--- config.mk ---
export PLATFORM = sky130hd
export DESIGN_NAME = logic_unit_pipe
export DESIGN_NICKNAME = d
export VERILOG_FILES = /design/src/rtl/logic_unit_pipe.sv
export SDC_FILE = /design/constraint.sdc
export NUM_CORES = 1
export LEC_CHECK = 0
export BUFFER_PORTS_ARGS = -buffer_cell sky130_fd_sc_hd__buf_2
export CAP_MARGIN = 10
export CORE_UTILIZATION = 55
export CTS_CLUSTER_DIAMETER = 30
export DETAILED_ROUTE_END_ITERATION = 6
export GPL_ROUTABILITY_DRIVEN = 0
export PLACE_DENSITY = 0.79
export SLEW_MARGIN = 30
export SYNTH_ARGS = -nofsm -noshare
export SYNTH_HDL_FRONTEND = slang
export SYNTH_SLANG_ARGS = --single-unit
--- constraint.sdc ---
create_clock -name clk -period 4.87 [get_ports clk]
set_clock_uncertainty 0.2 [all_clocks]
set_input_delay 0.487 -clock clk [delete_from_list [all_inputs] [get_ports clk]]
set_output_delay 0.487 -clock clk [all_outputs]
set_load 0.01 [all_outputs]
--- src/rtl/logic_unit_pipe.sv ---
// Registered WIDTH-bit bitwise logic unit: operands are evaluated when the input
// handshake accepts them, and results queue in a DEPTH-entry output FIFO.
module logic_unit_pipe #(
  parameter int WIDTH = 8,
  parameter int DEPTH = 4
) (
  input  logic                     clk,
  input  logic                     rst_n,
  input  logic                     in_valid,
  output logic                     in_ready,
  input  logic [2:0]               op,
  input  logic [WIDTH-1:0]         a,
  input  logic [WIDTH-1:0]         b,
  output logic                     out_valid,
  input  logic                     out_ready,
  output logic [WIDTH-1:0]         y,
  output logic                     zero,
  output logic                     ones,
  output logic                     err,
  output logic [$clog2(DEPTH):0]   level
);

  localparam int PW = $clog2(DEPTH);
  localparam int LW = PW + 1;
  localparam logic [LW-1:0] LVL_FULL = LW'(DEPTH);

  typedef enum logic [2:0] {
    OP_AND  = 3'b000,
    OP_OR   = 3'b001,
    OP_NAND = 3'b010,
    OP_NOR  = 3'b011,
    OP_XOR  = 3'b100,
    OP_XNOR = 3'b101,
    OP_NOT  = 3'b110,
    OP_ILL  = 3'b111
  } op_e;

  op_e             op_sel;
  logic [WIDTH-1:0] res;
  logic            res_err;
  logic            res_zero;
  logic            res_ones;
  logic            push;
  logic            pop;

  logic [PW-1:0]    wr_ptr;
  logic [PW-1:0]    rd_ptr;
  logic [WIDTH-1:0] y_mem    [DEPTH];
  logic             zero_mem [DEPTH];
  logic             ones_mem [DEPTH];
  logic             err_mem  [DEPTH];

  assign op_sel = op_e'(op);

  always_comb begin
    res     = '0;
    res_err = 1'b0;
    unique case (op_sel)
      OP_AND:  res = a & b;
      OP_OR:   res = a | b;
      OP_NAND: res = ~(a & b);
      OP_NOR:  res = ~(a | b);
      OP_XOR:  res = a ^ b;
      OP_XNOR: res = ~(a ^ b);
      OP_NOT:  res = ~a;
      OP_ILL:  res_err = 1'b1;
      default: res_err = 1'b1;
    endcase
  end

  // Illegal beats store a zero result, so ones must be masked explicitly only
  // for the degenerate case where '1 would equal '0 (never), kept for clarity.
  assign res_zero = (res == '0);
  assign res_ones = (res == '1) & ~res_err;

  // Full blocks pushes regardless of a same-cycle pop.
  assign in_ready  = (level < LVL_FULL) & rst_n;
  assign out_valid = (level != '0);
  assign push      = in_valid & in_ready;
  assign pop       = out_valid & out_ready;

  always_ff @(posedge clk) begin
    if (push) begin
      y_mem[wr_ptr]    <= res;
      zero_mem[wr_ptr] <= res_zero;
      ones_mem[wr_ptr] <= res_ones;
      err_mem[wr_ptr]  <= res_err;
    end
  end

  always_ff @(posedge clk or negedge rst_n) begin
    if (!rst_n) begin
      wr_ptr <= '0;
      rd_ptr <= '0;
      level  <= '0;
    end else begin
      if (push) wr_ptr <= wr_ptr + PW'(1);
      if (pop)  rd_ptr <= rd_ptr + PW'(1);
      unique case ({push, pop})
        2'b10:   level <= level + LW'(1);
        2'b01:   level <= level - LW'(1);
        default: level <= level;
      endcase
    end
  end

  assign y    = out_valid ? y_mem[rd_ptr]    : '0;
  assign zero = out_valid ? zero_mem[rd_ptr] : 1'b1;
  assign ones = out_valid ? ones_mem[rd_ptr] : 1'b0;
  assign err  = out_valid ? err_mem[rd_ptr]  : 1'b0;

endmodule
Yosys cells after proc, flatten, opt, wreduce, memory -nomap -nowiden
Memories as Yosys holds them, arrays and structs flattened. Index checks and enable logic that the tools add are counted.

Register bits: 7. Latch bits: 0. RAM bits: 44. ROM bits: 0. Input port bits: 23. Output and inout bits: 16. Logic and storage cells: 47. Memories kept: 4.

Memories: y_mem (depth 4, width 8, read ports 1, clocked after Yosys merged registers in 0, wr ports 1, RTL line 48) `logic [WIDTH-1:0] y_mem [DEPTH];`; err_mem (depth 4, width 1, read ports 1, clocked after Yosys merged registers in 0, wr ports 1, RTL line 51) `logic err_mem [DEPTH];`; ones_mem (depth 4, width 1, read ports 1, clocked after Yosys merged registers in 0, wr ports 1, RTL line 50) `logic ones_mem [DEPTH];`; zero_mem (depth 4, width 1, read ports 1, clocked after Yosys merged registers in 0, wr ports 1, RTL line 49) `logic zero_mem [DEPTH];`.

$add $sub $neg: 4. Multipliers: 0. Div/mod/pow operators: 0. Magnitude comparators: 1. Eq/ne operators: 10. Shift-type cells: 0. Mux-type cells: 9. Bitwise logic cells: 12. Reductions and logical operators: 4.

Operator list (count): case mux 8 bit (7 select lines) (1); inverter 8 bit (4); == test 3 bit, second input constant (4); bitwise AND 8 bit (1); == test 8 bit, second input constant (1); zero test 8 bit (1); two-way mux 8 bit (1); bitwise OR 8 bit (1); XOR 8 bit (1); == test 3 x 2 -> 1 bit, second input constant (2); two-way mux 1 bit (6); case mux 3 bit (2 select lines) (1); adder 2 x 1 -> 2 bit, second input constant (2); bitwise AND 1 bit (4); adder 3 x 1 -> 3 bit, second input constant (1); == test 3 x 1 -> 1 bit, second input constant (1); zero test 3 bit (1); < comparator 3 bit, second input constant (1); nonzero test 3 bit (1); subtractor 3 x 1 -> 3 bit, second input constant (1); == test 2 x 1 -> 1 bit, second input constant (1); == test 2 bit, second input constant (1); nonzero test 2 bit (1); inverter 1 bit (1).

Depth between registers and ports, before layout
Gate-level depths: netlist (run 1).

Word-level depth: 5. Gate-level depth with buffers: 9. Gate-level depth less buffers: 9.

Worst setup path before layout (run 1)
No wires, ideal clock.

Path kind: input to register. From: input a[4]. To: memory zero_mem[0] (data pin). Library setup time: 203 ps. Arrival time: 1920 ps. Required time: 4467 ps. Setup slack: 2547 ps. Stages on the path: 7. Path buffers: 0. Cell sequence: inv_1 ha_1 mux2_2 o211a_1 a32oi_1 or4_1 nor3_1.

Cells in the longest elaborated chain, start to end: 4. Elaborated cells between the ends (all ways): 9. Those cells by class: mux: 1; bitwise: 7; reduce/logical: 1.

Ends and longest elaborated chain: start: declaration (RTL line 12) `input logic [WIDTH-1:0] a,`; XOR 8 bit (tied with other cells) (RTL line 63, 64); inverter 8 bit (on tied branches) (RTL line 64, 61, 62); case mux 8 bit (7 select lines) * (RTL line 58) `unique case (op_sel)`; zero test 8 bit * (RTL line 73) `assign res_zero = (res == '0);`; named net res_zero (RTL line 41) `logic res_zero;`; end: declaration (RTL line 49).

Mark *: on every way through the listed nets, which the timed path passes. The rest lies on a longest branch.

Final worst setup path (run 1)
From: register rd_ptr[0]. To: output zero.

Cells in the longest elaborated chain, start to end: 2.

Ends and longest elaborated chain: start: declaration (RTL line 47) `logic [PW-1:0] rd_ptr;`; start signal: assignment (RTL line 98) `if (pop) rd_ptr <= rd_ptr + PW'(1);`; memory (4 x 1 bit); two-way mux 1 bit (RTL line 108) `assign zero = out_valid ? zero_mem[rd_ptr] : 1'b1;`; end: declaration (RTL line 17) `output logic zero,`.

Every way passes these cells.

==> impl_results.md, run 1 <==
- Status: finished clean
- Commonest non-fill, non-tap cell in the layout: edfxtp_1
- Die Wd: 76.9 µm
- Clk_lat worst skew: 300 ps
- GRT Overall Usage: 0.194
- Antenna Nets Post-Route: 0
- Crit path largest cell delay: 850 ps
- Achievable Freq: 351 MHz
- Unrepaired setup endpoints after global routing: no
- Worst R2R End: level[1]
- Post-synthesis cell type count: 50
- Worst hold path class: reg2reg
- Num CTS Buffers: 5
- First-pass GRT wire length: 8870 µm
- Post CTS Setup Buffer Count: 0
- Commonest non-fill, non-tap cells in the layout: 44 x edfxtp_1, 38 x buf_2, 30 x inv_1, 21 x ha_1
- Seq/Total Area, Yosys: 0.485
- Sum Neg Setup Slack: 0 ps
- Cells after Synth: 247
- CP Class: reg2out
- Largest net degree at the start of global routing: 38
- Syn avg cell area: 12.5 µm²
- Post-synthesis cell area: 0.00309 mm²
- Core ar.: 0.00527 mm²
- Antenna cells: 0
- Mapped Nets: 292
- Crit share post-route: 0.586
- CTS clk-pin slew, worst paths: 80 ps
- P&R area growth vs syn: 9.85%
- CP required: 4180 ps
- Fin area: 0.00339 mm²
- Pins Over Slew Limit: 0
- Iteration-0 DRC Markers: 89
- Drt wl/cell: 14.8 µm
- Ys flop type: edfxtp_1
- Initial core utilization: 0.586
- Post-cts sizing count: 0
- Worst path cell trace: mux4_2 > or2_2 > buf_2
- Worst relative slew slack: 0.490
- Worst slew pin tran: 766 ps
- Slowest CP cell: dfrtp_1
- Share of cells above drive strength 1: 0.238
- PD cells: 409 mW/mm²
- Vias in the first global route: 1941
- Num rows: 26
- H-tree depth: 2
- Worst VDD drop: 0.000303 V
- Leak: 1.44 nW
- Vias: 1949
- Yosys warns: 0
- Yosys reg bits: 51
- Max clock buf depth: 2
- R2R depth: 7
- EDFF count, synth: 44
- Hold path depth: 1
- FF-to-FF Start: level[1]
- Final Hold Viols: 0
- GRT overflow: 0
- Initial antenna violation count: 0
- Min-delay src: level[2]
- R2r setup slk: 2580 ps
- Placed Area: 0.00327 mm²
- Crit start category: flop
- Via/cell ratio: 5.54
- Crit. End Element: primary output
- Post-route minimum period: 2850 ps
- Worst Path Max Fanout: 13
- Die Y: 76.9 µm
- Critical Path AT: 2160 ps
- Max-Cap Viols: 0
- Synth top area share: 0.428
- CTS tree: built
- Die area: 0.00592 mm²
- Asr flop ratio synth: 0.137
- # clock sinks: 51
- Ranking of synthesized cells by area: edfxtp_1 43%, ha_1 8.5%, mux4_2 8.0%
- DRC: 0
- Yosys top cell by area: edfxtp_1
- CP top delay family: flip-flops
- Detailed-placement wirelength estimate: 3750 µm
- Hold-fix buffers, CTS: 1
- Pre-antenna DRT Iters: 4
- Final setup fails: 0
- Final net count: 326
- Hold Path Sink: level[2]
- Number of top-level pins: 39
- Root Buffer: clkbuf_8
- Post-Route WL: 5230 µm
- Bufs and invs on worst path: 1
- # port buffers: 38
[state kept, by name, indices dropped and copies added, names as in the netlist]
signal	count
zero_mem	4
rd_ptr	2
ones_mem	4
level	3
wr_ptr	2
y_mem	32
err_mem	4
[synthesized netlist by cell type (all sizes together), types with 4 or more instances]
cell and n:
a211oi 6, a21oi 5, a31oi 4, and2 12
and3 5, buf 11, dfrtp 7, edfxtp 44
ha 21, inv 30, mux2 6, mux2i 12
mux4 11, nand2 10, nand2b 4, nor2 8
nor2b 6, o21ai 4
[worst max path at each step]
stage                          from          end  slack (ps)  depth (start not counted)
after floorplan                a[4]  zero_mem[0]        2550                          7
after global placement        op[2]  zero_mem[0]        2030                          6
after detailed placement      op[2]  zero_mem[0]        1950                          6
after CTS                 rd_ptr[0]         zero        1980                          3
after global routing      rd_ptr[0]         zero        1900                          3
final                     rd_ptr[0]         zero        2020                          3
[worst reg2reg max path, delay by kind of cell (launching register included)]
kind / cells / cell delay (ps)
adders and majority gates: 2 / 610
and+or+nand+nor: 2 / 530
DFF: 1 / 420
buffers and inverters: 2 / 280
AOI/OAI and AO/OA: 1 / 170
[area by class of cell]
class	instances	area (µm²)
fillers	418	1880
flip-flops and latches	51	1500
multi-input cells	154	1390
repair buffers	39	200
inverters	30	113
well taps	70	87.6
clock buffers	5	68.8
clock inverters	3	38.8
[layer usage]
metal,vias up,global-route usage,routed length (µm)
li1,964,-,-
met1,946,0.235,2250
met2,37,0.348,2810
met3,2,0.0321,131
met4,0,0.0692,27
met5,-,0,0
[report_power, final]
part | total, mW | switching [mW] | internal (mW)
clock network | 0.276 | 0.126 | 0.150
logic | 0.495 | 0.236 | 0.259
registers | 0.616 | 0.0772 | 0.539
[cells by family after synthesis]
| group | Yosys count | share of synthesized area |
|---|---|---|
| simple gates | 64 | 0.120 |
| flops | 51 | 0.485 |
| buf+inv | 42 | 0.0661 |
| compound gates | 33 | 0.0795 |
| mux | 29 | 0.141 |
| fa+ha+maj | 22 | 0.0916 |
| xor+xnor | 6 | 0.0170 |
[per-stage QoR]
step	power, mW	utilization	hold WS [ps]	std cells	setup WS, ps
6_report	1.39	0.643	316	352	2020
5_1_grt	1.48	0.643	336	352	1900
4_1_cts	1.40	0.643	314	352	1980
3_5_place_dp	1.13	0.621	132	343	1950
3_3_place_gp	1.11	0.621	127	343	2030
2_1_floorplan	0.972	-	-8.59	247	2550
(Power assumes the default switching activity.)
==> run 2, diff against run 1 <==
ABC_AREA = 1   (was unset)
clock period = 2.8 ns   (was 4.87 ns; I/O delays follow)
==> run 2 against run 1 <==
Net effect: global-route usage grew 1.4 points; largest power group unchanged; highest routed layer unchanged; sequential share of layout area down 0.16 points; cell count increased by 34%; utilization up 0.24 points; largest cell class unchanged; total power rose by 77%.
==> impl_results.md, run 2 <==
- GRT overflow: 0 (unchanged)
- Antenna cells: 0 (unchanged)
- Drt wl/cell: 12.2 µm (-18%)
- Max FFs per register: 32 (unchanged)
- FF-to-FF Start: level[0]
- Die Wd: 77.0 µm (about the same)
- Die Y: 77.0 µm (about the same)
- Pins Over Slew Limit: 0 (unchanged)
- Hold_ws: 144 ps (-172 ps)
- Num CTS Buffers: 5 (unchanged)
- Post-synthesis cell type count: 25 (-50%)
- Asr flop ratio synth: 0.137 (unchanged)
- Worst relative slew slack: 0.650 (+0.160)
- Post-cts sizing count: 0 (unchanged)
- Post CTS Setup Buffer Count: 0 (unchanged)
- Most frequent cell after synthesis: nor2_1
- Post-place setup slack: 532 ps (-1410 ps)
- H-tree depth: 2 (unchanged)
- Worst R2R End: level[2]
- Worst VDD drop: 0.000428 V (+41%)
- Syn avg cell area: 8.49 µm² (-32%)
- CP required: 2770 ps (-1410 ps)
- Via/cell ratio: 5.12 (-7.5%)
- Post-Route WL: 5750 µm (+10%)
- Yosys reg bits: 51 (unchanged)
- Mapped Nets: 409 (+40%)
- Seq/Total Area, Yosys: 0.484 (-0.000785)
- Worst path cell trace: dlygate4sd3_1 > buf_2 > inv_1 > nor2_1 > nand2_1 > ha_1 > inv_1 > fa_1 > a21oi_1 > o21ai_0 > xnor2_1
- CTS clk-pin slew, worst paths: 80 ps (about the same)
- First-pass GRT wire length: 9740 µm (+9.8%)
- Final net count: 445 (+37%)
- Worst hold path class: in2async
- Post-synth top cells: 82 x nor2_1, 52 x inv_1, 44 x edfxtp_1, 39 x nand2_1, 36 x nand3_1
- CP top delay family: buffers and inverters
- Iteration-0 DRC Markers: 157 (+76%)
- P&R area growth vs syn: 10.1%
- Achievable Freq: 418 MHz
- Vias in the first global route: 2181 (+12%)
- Critical Path AT: 2370 ps (+210 ps)
- Largest net degree at the start of global routing: 27 (-29%)
- Commonest non-fill, non-tap cell in the layout: nor2_1
- Number of top-level pins: 39 (unchanged)
- Core ar.: 0.00527 mm² (unchanged)
- Yosys top cell by area: edfxtp_1
- Status: finished clean
- Die area: 0.00593 mm² (+0.16%)
- Synth top area share: 0.427 (-0.000693)
- Worst slew pin tran: 522 ps (-244 ps)
- Initial antenna violation count: 0 (unchanged)
- Commonest non-fill, non-tap cells in the layout: 82 x nor2_1, 52 x inv_1, 44 x edfxtp_1, 39 x nand2_1, 38 x buf_2
- # clock sinks: 51 (unchanged)
- Crit path from: rst_n
- Post-synthesis cell area: 0.00309 mm² (+0.16%)
- Crit. End Element: flop
- Leak: 1.60 nW (+11%)
- Detailed-placement wirelength estimate: 4180 µm (+11%)
- Pre-antenna DRT Iters: 5 (+1)
- Sum Neg Setup Slack: 0 ps (unchanged)
- Cells after DPL: 462 (+35%)
- CTS tree: built
- Most flop-heavy register: y_mem
- DRC: 0 (unchanged)
- Crit start category: primary input
- CP Class: in2reg
- Crit share post-route: 0.855
- Post-route minimum period: 2390 ps
- Post-route setup slack: 407 ps (-1610 ps)
- Hold-fix buffers, CTS: 1 (unchanged)
- Vias: 2411 (+24%)
- R2R depth: 8 (+1)
- Clk_lat worst skew: 290 ps (about the same)
- Ranking of synthesized cells by area: edfxtp_1 43%, nor2_1 10%, ha_1 8.5%
- Crit-path most repeated cell: inv_1
- R2r setup slk: 720 ps (-1860 ps)
- Antenna Nets Post-Route: 0 (unchanged)
- Worst Path Max Fanout: 8 (-5)
- Initial core utilization: 0.587 (+0.000950)
- Share of cells above drive strength 1: 0.147 (-0.0905)
- Root Buffer: clkbuf_8
- Max-Cap Viols: 0 (unchanged)
- PD cells: 722 mW/mm² (+76%)
- Yosys warns: 0 (unchanged)
- Bufs and invs on worst path: 4 (+3)
- Final Hold Viols: 0 (unchanged)
- Area occupied by multi-input gates: 0.00127 mm² (-8.3%)
- Levels on crit path: 11 (+8)
- Register Area: 0.00150 mm² (unchanged)
- Unrepaired setup endpoints after global routing: no
- Fillers: 453 (+8.4%)
- GRT Overall Usage: 0.208 (+0.0140)
- Final setup fails: 0 (unchanged)
- PnR Total Power: 2.46 mW (+77%)
- EDFF count, synth: 44 (unchanged)
- Num rows: 26 (unchanged)
- Final std cells w/o fill: 471 (+34%)
- Ys flop type: edfxtp_1
- Crit path largest cell delay: 520 ps (-330 ps)
- # port buffers: 38 (unchanged)
- Cells after Synth: 364 (+47%)
- Slowest CP cell: dlygate4sd3_1
- Max clock buf depth: 2 (unchanged)
==> run 2: changes by cell type after synthesis, sizes merged, moves of 7 or more <==
cell and change:
mux4 -11, mux2i -12, nand4 +9, nand2 +31, nand3 +33, inv +24
nor2 +76, o21ai +23, and2 -12, clkbuf +7, a21oi +7
==> run 2: worst max path at each step <==
stage,end
global placement,ones_mem[1]
CTS,level[2]
floorplan,level[2]
global route,level[2]
detailed placement,ones_mem[1]
finish,level[2]
==> run 2: report_power, final <==
part           internal [mW]  leakage, nW  total [mW]  switching [mW]
Combinational          0.397         1.07        1.02           0.627
Sequential             0.943        0.488        1.05           0.104
Clock                  0.174       0.0412       0.384           0.210
Total                   1.51         1.60        2.46           0.941
==> run 2: cell families (layout without fill, tap and decap cells) <==
kind of cell,count (synthesis),count (layout),synth area share
buffers and inverters,72,109,0.105
DFF,51,51,0.484
AOI/OAI and AO/OA,40,40,0.0660
and+or+nand+nor,174,174,0.240
adders and majority gates,22,22,0.0915
xor gates and xnor gates,5,5,0.0142
==> run 2: through the flow <==
| stage | instance area [µm²] | util |
|---|---|---|
| final | 3400 | 0.646 |
| after global routing | 3400 | 0.646 |
| after CTS | 3400 | 0.646 |
| after detailed placement | 3310 | 0.628 |
| after global placement | 3310 | 0.628 |
| after floorplan | 3090 | - |
==> run 2: layout make-up <==
type                    instances  share of cell area
repair buffers                 47              0.0765
clock inverters                 2             0.00368
clock buffers                   6              0.0213
multi-input cells             241               0.374
inverters                      54              0.0596
well taps                      70              0.0257
flip-flops and latches         51               0.440
==> run 2: routing by layer <==
metal / up-vias / track usage / part of all wire
met2: 62 / 0.373 / 0.50
met5: - / 0 / 0
met1: 1089 / 0.264 / 0.44
met3: 5 / 0.0250 / 0.043
li1: 1255 / - / -
met4: 0 / 0.0604 / 0.0075
